## src/rtl/mips_ctrl_pkg.sv

```systemverilog
// Shared MIPS control constants: op classes, opcodes, state encoding, select codes.
// MAIN_CTRL_TRAP_EN adds the TRAP state to the state encoding.
package mips_ctrl_pkg;

  localparam int unsigned OPCODE_W    = 6;
  localparam int unsigned OP_CLASS_W  = 3;
  localparam int unsigned STATE_ENC_W = 4;
  localparam int unsigned ALU_SRC_B_W = 2;
  localparam int unsigned PC_SOURCE_W = 2;

  // Op classes shared with the ALU control block
  localparam logic [OP_CLASS_W-1:0] OP_CLASS_R  = 3'b000;
  localparam logic [OP_CLASS_W-1:0] OP_CLASS_I  = 3'b001;
  localparam logic [OP_CLASS_W-1:0] OP_CLASS_J  = 3'b010;
  localparam logic [OP_CLASS_W-1:0] OP_CLASS_BR = 3'b011;
  localparam logic [OP_CLASS_W-1:0] OP_CLASS_IF = 3'b100;
  localparam logic [OP_CLASS_W-1:0] OP_CLASS_ID = 3'b101;
  localparam logic [OP_CLASS_W-1:0] OP_CLASS_RS = 3'b110;

  localparam logic [OPCODE_W-1:0] OPCODE_RTYPE = 6'b000000;
  localparam logic [OPCODE_W-1:0] OPCODE_LW    = 6'b100011;
  localparam logic [OPCODE_W-1:0] OPCODE_SW    = 6'b101011;
  localparam logic [OPCODE_W-1:0] OPCODE_ADDI  = 6'b001000;
  localparam logic [OPCODE_W-1:0] OPCODE_BEQ   = 6'b000100;
  localparam logic [OPCODE_W-1:0] OPCODE_BNE   = 6'b000101;
  localparam logic [OPCODE_W-1:0] OPCODE_J     = 6'b000010;

  localparam logic [ALU_SRC_B_W-1:0] ALU_B_REG   = 2'b00;
  localparam logic [ALU_SRC_B_W-1:0] ALU_B_FOUR  = 2'b01;
  localparam logic [ALU_SRC_B_W-1:0] ALU_B_SEXT  = 2'b10;
  localparam logic [ALU_SRC_B_W-1:0] ALU_B_SHIFT = 2'b11;

  localparam logic [PC_SOURCE_W-1:0] PC_SRC_ALU    = 2'b00;
  localparam logic [PC_SOURCE_W-1:0] PC_SRC_ALUOUT = 2'b01;
  localparam logic [PC_SOURCE_W-1:0] PC_SRC_JUMP   = 2'b10;

  typedef enum logic [STATE_ENC_W-1:0] {
    S_RESET  = 4'd0,
    S_FETCH  = 4'd1,
    S_DECODE = 4'd2,
    S_MEMADR = 4'd3,
    S_MEMRD  = 4'd4,
    S_MEMWB  = 4'd5,
    S_MEMWR  = 4'd6,
    S_EXEC   = 4'd7,
    S_RWB    = 4'd8,
    S_ADDIEX = 4'd9,
    S_ADDIWB = 4'd10,
    S_BEQ    = 4'd11,
    S_BNE    = 4'd12,
    S_JUMP   = 4'd13
`ifdef MAIN_CTRL_TRAP_EN
    ,
    S_TRAP   = 4'd14
`endif
  } state_e;

  // Datapath control word produced by the output decoder
  typedef struct packed {
    logic [OP_CLASS_W-1:0]  op_class;
    logic                   pc_write;
    logic                   pc_write_cond;
    logic [PC_SOURCE_W-1:0] pc_source;
    logic                   i_or_d;
    logic                   mem_read;
    logic                   mem_write;
    logic                   ir_write;
    logic                   alu_src_a;
    logic [ALU_SRC_B_W-1:0] alu_src_b;
    logic                   reg_write;
    logic                   reg_dst;
    logic                   mem_to_reg;
    logic                   instr_retired;
    logic                   illegal_op;
  } ctrl_t;

endpackage

```

## src/rtl/main_ctrl_out_decode.sv

```systemverilog
// Combinational state-to-control decoder for the multi-cycle main control unit.
// MAIN_CTRL_TRAP_EN enables decoding of the TRAP state.
module main_ctrl_out_decode
  import mips_ctrl_pkg::*;
(
  input  state_e state,
  input  logic   mem_ready,
  input  logic   zero,
  output ctrl_t  ctrl_c,
  output logic   pc_en_c
);

  logic branch_taken;

  always_comb begin
    ctrl_c       = '0;
    branch_taken = 1'b0;
    case (state)
      S_RESET: ctrl_c.op_class = OP_CLASS_RS;
      S_FETCH: begin
        ctrl_c.mem_read  = 1'b1;
        ctrl_c.alu_src_b = ALU_B_FOUR;
        ctrl_c.op_class  = OP_CLASS_IF;
        ctrl_c.ir_write  = mem_ready;
        ctrl_c.pc_write  = mem_ready;
      end
      S_DECODE: begin
        ctrl_c.alu_src_b = ALU_B_SHIFT;
        ctrl_c.op_class  = OP_CLASS_ID;
      end
      S_MEMADR, S_ADDIEX: begin
        ctrl_c.alu_src_a = 1'b1;
        ctrl_c.alu_src_b = ALU_B_SEXT;
        ctrl_c.op_class  = OP_CLASS_I;
      end
      S_MEMRD: begin
        ctrl_c.i_or_d   = 1'b1;
        ctrl_c.mem_read = 1'b1;
      end
      S_MEMWB: begin
        ctrl_c.mem_to_reg    = 1'b1;
        ctrl_c.reg_write     = 1'b1;
        ctrl_c.instr_retired = 1'b1;
      end
      // Store retires only in the cycle memory accepts it
      S_MEMWR: begin
        ctrl_c.i_or_d        = 1'b1;
        ctrl_c.mem_write     = 1'b1;
        ctrl_c.instr_retired = mem_ready;
      end
      S_EXEC: begin
        ctrl_c.alu_src_a = 1'b1;
        ctrl_c.op_class  = OP_CLASS_R;
      end
      S_RWB: begin
        ctrl_c.reg_dst       = 1'b1;
        ctrl_c.reg_write     = 1'b1;
        ctrl_c.instr_retired = 1'b1;
      end
      S_ADDIWB: begin
        ctrl_c.reg_write     = 1'b1;
        ctrl_c.instr_retired = 1'b1;
      end
      S_BEQ, S_BNE: begin
        ctrl_c.alu_src_a     = 1'b1;
        ctrl_c.pc_write_cond = 1'b1;
        ctrl_c.pc_source     = PC_SRC_ALUOUT;
        ctrl_c.op_class      = OP_CLASS_BR;
        ctrl_c.instr_retired = 1'b1;
        branch_taken         = (state == S_BNE) ? !zero : zero;
      end
      S_JUMP: begin
        ctrl_c.pc_write      = 1'b1;
        ctrl_c.pc_source     = PC_SRC_JUMP;
        ctrl_c.op_class      = OP_CLASS_J;
        ctrl_c.instr_retired = 1'b1;
      end
`ifdef MAIN_CTRL_TRAP_EN
      S_TRAP: begin
        ctrl_c.op_class   = OP_CLASS_RS;
        ctrl_c.illegal_op = 1'b1;
      end
`endif
      default: ctrl_c.op_class = OP_CLASS_RS;
    endcase
  end

  assign pc_en_c = ctrl_c.pc_write | (ctrl_c.pc_write_cond & branch_taken);

endmodule

```

## src/rtl/main_control_fsm.sv

```systemverilog
// Multi-cycle MIPS main control: state register, next-state logic, datapath controls.
// Define MAIN_CTRL_TRAP_EN to trap illegal opcodes in a sticky TRAP state.
module main_control_fsm
  import mips_ctrl_pkg::*;
#(
  parameter int unsigned STATE_W = 4
) (
  input  logic               clk,
  input  logic               rst_n,
  input  logic [5:0]         opcode,
  input  logic               zero,
  input  logic               mem_ready,
  output logic [2:0]         op_class,
  output logic               pc_write,
  output logic               pc_write_cond,
  output logic               pc_en,
  output logic [1:0]         pc_source,
  output logic               i_or_d,
  output logic               mem_read,
  output logic               mem_write,
  output logic               ir_write,
  output logic               alu_src_a,
  output logic [1:0]         alu_src_b,
  output logic               reg_write,
  output logic               reg_dst,
  output logic               mem_to_reg,
  output logic               instr_retired,
  output logic               illegal_op,
  output logic [STATE_W-1:0] state_o
);

  state_e state_q;
  state_e state_d;
  ctrl_t  ctrl;
  logic   pc_en_c;

  always_ff @(posedge clk or negedge rst_n) begin
    if (!rst_n) state_q <= S_RESET;
    else        state_q <= state_d;
  end

  always_comb begin
    state_d = state_q;
    case (state_q)
      S_RESET: state_d = S_FETCH;
      S_FETCH: if (mem_ready) state_d = S_DECODE;
      S_DECODE: begin
        case (opcode)
          OPCODE_LW, OPCODE_SW: state_d = S_MEMADR;
          OPCODE_RTYPE:         state_d = S_EXEC;
          OPCODE_ADDI:          state_d = S_ADDIEX;
          OPCODE_BEQ:           state_d = S_BEQ;
          OPCODE_BNE:           state_d = S_BNE;
          OPCODE_J:             state_d = S_JUMP;
`ifdef MAIN_CTRL_TRAP_EN
          default:              state_d = S_TRAP;
`else
          default:              state_d = S_FETCH;
`endif
        endcase
      end
      // Opcode is still held from DECODE, so it selects load vs store here
      S_MEMADR: state_d = (opcode == OPCODE_LW) ? S_MEMRD : S_MEMWR;
      S_MEMRD:  if (mem_ready) state_d = S_MEMWB;
      S_MEMWR:  if (mem_ready) state_d = S_FETCH;
      S_EXEC:   state_d = S_RWB;
      S_ADDIEX: state_d = S_ADDIWB;
      S_MEMWB, S_RWB, S_ADDIWB, S_BEQ, S_BNE, S_JUMP: state_d = S_FETCH;
`ifdef MAIN_CTRL_TRAP_EN
      S_TRAP:   state_d = S_TRAP;
`endif
      default:  state_d = S_RESET;
    endcase
  end

  main_ctrl_out_decode u_out_decode (
    .state     (state_q),
    .mem_ready (mem_ready),
    .zero      (zero),
    .ctrl_c    (ctrl),
    .pc_en_c   (pc_en_c)
  );

  assign op_class      = ctrl.op_class;
  assign pc_write      = ctrl.pc_write;
  assign pc_write_cond = ctrl.pc_write_cond;
  assign pc_en         = pc_en_c;
  assign pc_source     = ctrl.pc_source;
  assign i_or_d        = ctrl.i_or_d;
  assign mem_read      = ctrl.mem_read;
  assign mem_write     = ctrl.mem_write;
  assign ir_write      = ctrl.ir_write;
  assign alu_src_a     = ctrl.alu_src_a;
  assign alu_src_b     = ctrl.alu_src_b;
  assign reg_write     = ctrl.reg_write;
  assign reg_dst       = ctrl.reg_dst;
  assign mem_to_reg    = ctrl.mem_to_reg;
  assign instr_retired = ctrl.instr_retired;
  assign illegal_op    = ctrl.illegal_op;
  assign state_o       = STATE_W'(state_q);

endmodule
```

## config.mk

```make
export PLATFORM = sky130hd
export DESIGN_NAME = main_control_fsm
export DESIGN_NICKNAME = d
export VERILOG_FILES = /design/src/rtl/mips_ctrl_pkg.sv /design/src/rtl/main_ctrl_out_decode.sv /design/src/rtl/main_control_fsm.sv
export SDC_FILE = /design/constraint.sdc
export NUM_CORES = 1
export LEC_CHECK = 0
export ABC_CLOCK_PERIOD_IN_PS = 1900
export CELL_PAD_IN_SITES_DETAIL_PLACEMENT = 0
export CELL_PAD_IN_SITES_GLOBAL_PLACEMENT = 1
export CORE_ASPECT_RATIO = 1.75
export CORE_MARGIN = 2
export CORE_UTILIZATION = 25
export DETAILED_ROUTE_END_ITERATION = 12
export PLACE_DENSITY = 0.87
export RECOVER_POWER = 100
export SETUP_SLACK_MARGIN = 0.5
export SLEW_MARGIN = 20
export SYNTH_ARGS = -nofsm -noshare
export SYNTH_HDL_FRONTEND = slang
export SYNTH_SLANG_ARGS = --single-unit
export TNS_END_PERCENT = 20
```

## constraint.sdc

```tcl
create_clock -name clk -period 1.9 [get_ports clk]
set_input_delay 0.285 -clock clk [delete_from_list [all_inputs] [get_ports clk]]
set_output_delay 0.285 -clock clk [all_outputs]
set_load 0.03 [all_outputs]
```

Yosys cells after proc, flatten, opt, wreduce, memory -nomap -nowiden --
Index checks and enable logic that the tools add are counted. Widths: inputs -> output; s select.
Word-level totals: bits in registers 4, input port bits 10, output and inout bits 24, logic and storage cells 61
Cells by class: equality and inequality tests 22, mux-type cells 22, bitwise gates (word level) 2, reduce and logical (&&, ||, !) cells 14
Operators by type and width (number):
- $pmux 4 s8 | 1
- $eq 4x4->1 const B | 6
- $pmux 4 s6 | 1
- $pmux 3 s6 | 1
- $eq 4x3->1 const B | 4
- $eq 6x3->1 const B | 2
- $eq 6x6->1 const B | 2
- $mux 4 | 3
- $reduce_or 6->1 | 2
- $mux 1 | 11
- $reduce_or 2->1 | 5
- $eq 4x2->1 const B | 2
- $reduce_or 7->1 | 1
- $eq 6x2->1 const B | 1
- $eq 6x4->1 const B | 1
- $logic_not 6->1 | 1
- $ne 2x2->1 const B | 3
- $pmux 2 s3 | 1
- $reduce_or 5->1 | 1
- $eq 4x1->1 const B | 1
- $logic_not 4->1 | 1
- $pmux 1 s2 | 2
- $pmux 2 s2 | 1
- $reduce_and 3->1 | 1
- other kinds (5) | 5

Longest topological paths before layout --
depth after elaboration 5, depth in mapped cells 5, mapped depth without buffers 3

Cells and area by module --
Synthesis repeated with hierarchy kept, for this count alone.
Unflattened totals: cell total of the unflattened synthesis 93, area total of the unflattened synthesis 644.4 µm²
Modules (own cells, without submodules):
- main_control_fsm | instances 1, cells an instance 42, area an instance 339.1 µm², seq. area each 100.1 µm²
- main_ctrl_out_decode | instances 1, cells an instance 51, area an instance 305.3 µm², seq. area each 0.0 µm²

Least setup slack after synthesis --
OpenSTA, ideal clock, no wires.
kind register to output, start point register state_q[0], in the netlist state_o[0], end point output port pc_en, data arrival time 1904 ps, data required time 1615 ps, path slack -289 ps, stages on the path, launching flop included 6, buffers on the path 2, path through dfrtp_1 clkbuf_1 nand2b_1 clkbuf_1 a21oi_1 or3_1
Between the ends: elaborated cells between the ends (all ways) 11, classes of those cells eq/ne (4); mux (4); bitwise (2); reduce/logical (1)
RTL lines:
- from (decl) | line main_control_fsm.sv:32 | state_e state_q;
- from (signal assigned) | line main_control_fsm.sv:39 | else state_q <= state_d;
- $eq 4x4->1 or $eq 4x1->1 (tied branches) | line main_ctrl_out_decode.sv:18 | case (state)
- $pmux 1 s2 (*) | line main_ctrl_out_decode.sv:18
- named net pc_write | line main_control_fsm.sv:14 | output logic pc_write,
- $or 1x1->1 (*) | line main_ctrl_out_decode.sv:88 | assign pc_en_c = ctrl_c.pc_write | (ctrl_c.pc_write_cond & branch_taken);
- to (decl) | line main_control_fsm.sv:16 | output logic pc_en,
The timed path passes the listed nets; every way through them passes the cells marked *.

Worst setup path after layout --
start point register state_q[3], in the netlist state_o[3], end point output port pc_en
Between the ends: word-level cells in the longest chain between the ends 5, elaborated cells between the ends (all ways) 11, classes of those cells eq/ne (4); mux (4); bitwise (2); reduce/logical (1)
RTL lines (line):
- $eq 4x4->1, on equally long branches | main_ctrl_out_decode.sv:18, main_ctrl_out_decode.sv:70
- $reduce_or 2->1 or $mux 1 (tied branches) | main_ctrl_out_decode.sv:18, main_ctrl_out_decode.sv:70
- $mux 1 | main_ctrl_out_decode.sv:18
- $and 1x1->1 | main_ctrl_out_decode.sv:88
- $or 1x1->1 (*) | main_ctrl_out_decode.sv:88
Every way passes the cells marked *; elsewhere a longest branch is shown, timed or not.

==> flow_metrics.py <==
metrics = {
    "drt": {
        "drc": 0,
        "vias": 923,
        "wl_per_cell_um": 16.3,
        "dr.pass1.iters": 4,
        "wl_um": 2760,
        "vias_per_cell": 5.43,
        "antenna_left": 0,
        "drtIter0Drc": 7,
    },
    "cts": {
        "ctsRootBufferMaster": "clkbuf_8",
        "clock_sinks": 4,
        "clk_latency_ns": 0.22,
        "cts_max_level": 1,
        "cts_tree": "yes",
        "clkTransAtPathRegs_ns": 0.03,
        "cts_buffers": 3,
        "cts_max_path_buffers": 2,
    },
    "setup_path": {
        "rrSetupSlack_ns": 0.26,
        "cp_max_fo": 6,
        "cp-end-kind": "output port",
        "r2r_cells": 6,
        "cp.arrival_ns": 1.62,
        "worstSetupPathType": "reg2out",
        "cp-start-kind": "register",
        "required_ns": 1.62,
        "reg2reg_from": "state_o[1]",
        "regToRegEndpoint": "state_o[1]",
    },
    "run_status": {
        "violations": "negative setup slack",
        "outcome": "finished, violations left",
    },
    "logic_synthesis": {
        "syn_area_per_cell_um2": 6.81,
        "synth_fp_nets": 100,
        "yosys_warnings": 0,
        "synth_edf_count": 0,
        "synth_seq_cells": 4,
        "synth.area.top_cells": "dfrtp_1 16%, nor2_1 5.5%, nor2b_1 5.1%",
        "dominantRegCellSynth": "dfrtp_1",
        "synth_top_area_cell": "dfrtp_1",
        "ys_seq_area_frac": 0.163,
        "syn_inst": 90,
        "synth_area_um2": 613,
        "synth_top_area_share": 0.163,
        "synthDistinctLibCells": 41,
        "async_reset_ff_frac": 1.00,
    },
    "power": {
        "p_per_area_nw_per_um2": 1870,
        "cellLeakagePower_nw": 0.650,
        "irDropWorstVdd_v": 0.000839,
    },
    "sta": {
        "tns_ns": -0.00985,
        "fin_crit_ns": 1.91,
        "hold_viol_final": 0,
        "clock_skew_ns": 0.00399,
        "fin_crit_sh": 1.01,
        "slew_viol_final": 0,
        "rsz0062_at_grt": "true",
        "fmax_mhz": 524,
        "setup_ws_ns": -0.00985,
        "finalSetupViolCount": 1,
    },
    "placement": {
        "dp_hpwl_um": 1720,
        "gp_congestion": 0.834,
        "port-buffer-count": 32,
        "dp_slack_ns": -0.0262,
    },
    "die": {
        "die_width_um": 41.4,
        "die-area_um2": 2880,
        "rows": 23,
        "initial_core_util": 0.266,
        "die_h_um": 69.5,
        "core_area_um2": 2300,
        "ios": 34,
    },
    "global_routing": {
        "grtUsageTotal": 0.156,
        "grt_util_met3": 0.0182,
        "grt_pass1_vias": 868,
        "grt_antenna_before_repair": 0,
        "grt_pass1_wl_um": 3620,
        "use_met1": 0.148,
        "gr-max-usage-layer": "met2",
        "grt_max_degree": 15,
        "overflow": 0,
        "use_met2": 0.304,
    },
    "finish": {
        "nets": 157,
        "largest_reg_flops": 4,
        "area_delta_synth_final_pct": 149,
        "diodes": 0,
        "final_core_util": 0.662,
        "drive_above_1_share": 0.641,
    },
    "run": {
        "drv_cap": 0,
    },
    "worst_hold_path": {
        "hold_class": "in2async",
    },
}
==> layer usage <==
metal  wire, um  vias to the layer above
li1           -                      446
met1       1030                      449
met2       1610                       22
met3         64                        6
met4         60                        0
met5          0                        -
==> worst max-delay path, stage by stage (launching register included) <==
cell and delay (ns):
dfrtp_2 0.42, buf_4 0.17, or3b_4 0.41, a21oi_4 0.15
or3_4 0.14, buf_6 0.12
==> cells in the final DEF, fill, tap and decap left out, types with 3 or more instances in the layout <==
cell type        count
clkdlybuf4s50_1      6
buf_4               22
nor2b_1              3
clkbuf_8             3
nor2_1               7
buf_6               18
buf_8                3
nor3b_1              3
a21oi_1              3
dfrtp_2              4
dlymetal6s2s_1       3
buf_12               3
==> Yosys cell counts (2+ instances only) <==
master	instances
or2_1	2
o22ai_1	2
nand2b_1	2
a31oi_1	2
nor3b_1	3
o21a_1	4
o21ai_1	3
or3_1	2
buf_2	4
nor2_1	9
inv_1	2
o31ai_1	2
dfrtp_1	4
nand2_1	6
nor2b_1	5
or4_1	2
clkbuf_1	4
nor3_1	4
a21oi_1	5
and3b_1	2
==> logic make-up after synthesis <==
family          count (synthesis)  synth area share
flops                           4             0.163
xor+xnor                        1            0.0143
simple gates                   44             0.410
buf+inv                        13            0.0939
other cells                     1           0.00612
mux                             2            0.0347
compound gates                 25             0.278
==> power breakdown <==
part / switching, W / internal (W) / leakage (nW)
clock: 0.0000511 / 0.000136 / 0.0216
sequential: 0.0000473 / 0.000128 / 0.0453
combinational: 0.00129 / 0.00119 / 0.583
==> metrics by stage <==
stage / instances / cell area (um^2) / hold WS (ns) / power, W
floorplan: 90 / 771 / -0.0106 / 0.00139
global placement: 154 / 1110 / 0.505 / 0.00189
detailed placement: 154 / 1110 / 0.508 / 0.00191
CTS: 158 / 1190 / 0.276 / 0.00216
global route: 170 / 1520 / 0.353 / 0.00298
finish: 170 / 1520 / 0.341 / 0.00285
==> how the worst max path moves through the flow <==
stage,from,end,slack [ns]
2_1_floorplan,state_o[0],op_class[0],0.21
3_3_place_gp,state_o[1],op_class[0],-0.01
3_5_place_dp,state_o[1],op_class[0],-0.03
4_1_cts,state_o[0],pc_en,0.002
5_1_grt,state_o[1],pc_en,-0.04
6_report,state_o[3],pc_en,-0.01
==> area by class of cell <==
cell class / instances / area (um^2)
multi-input combinational: 73 / 677
tap: 25 / 31.3
inverter: 3 / 18.8
clock buffer: 3 / 41.3
fill: 177 / 778
timing repair buffer: 62 / 651
sequential: 4 / 105
==> what timing repair did <==
item | CTS | global route
setup endpoints to repair | 26 | 26
hold buffers | 0 | 0
gates resized for setup | 31 | 61
pin swaps | 2 | 19
setup buffers | 1 | 10
gates cloned | 0 | 2
(Power assumes the default switching activity.)
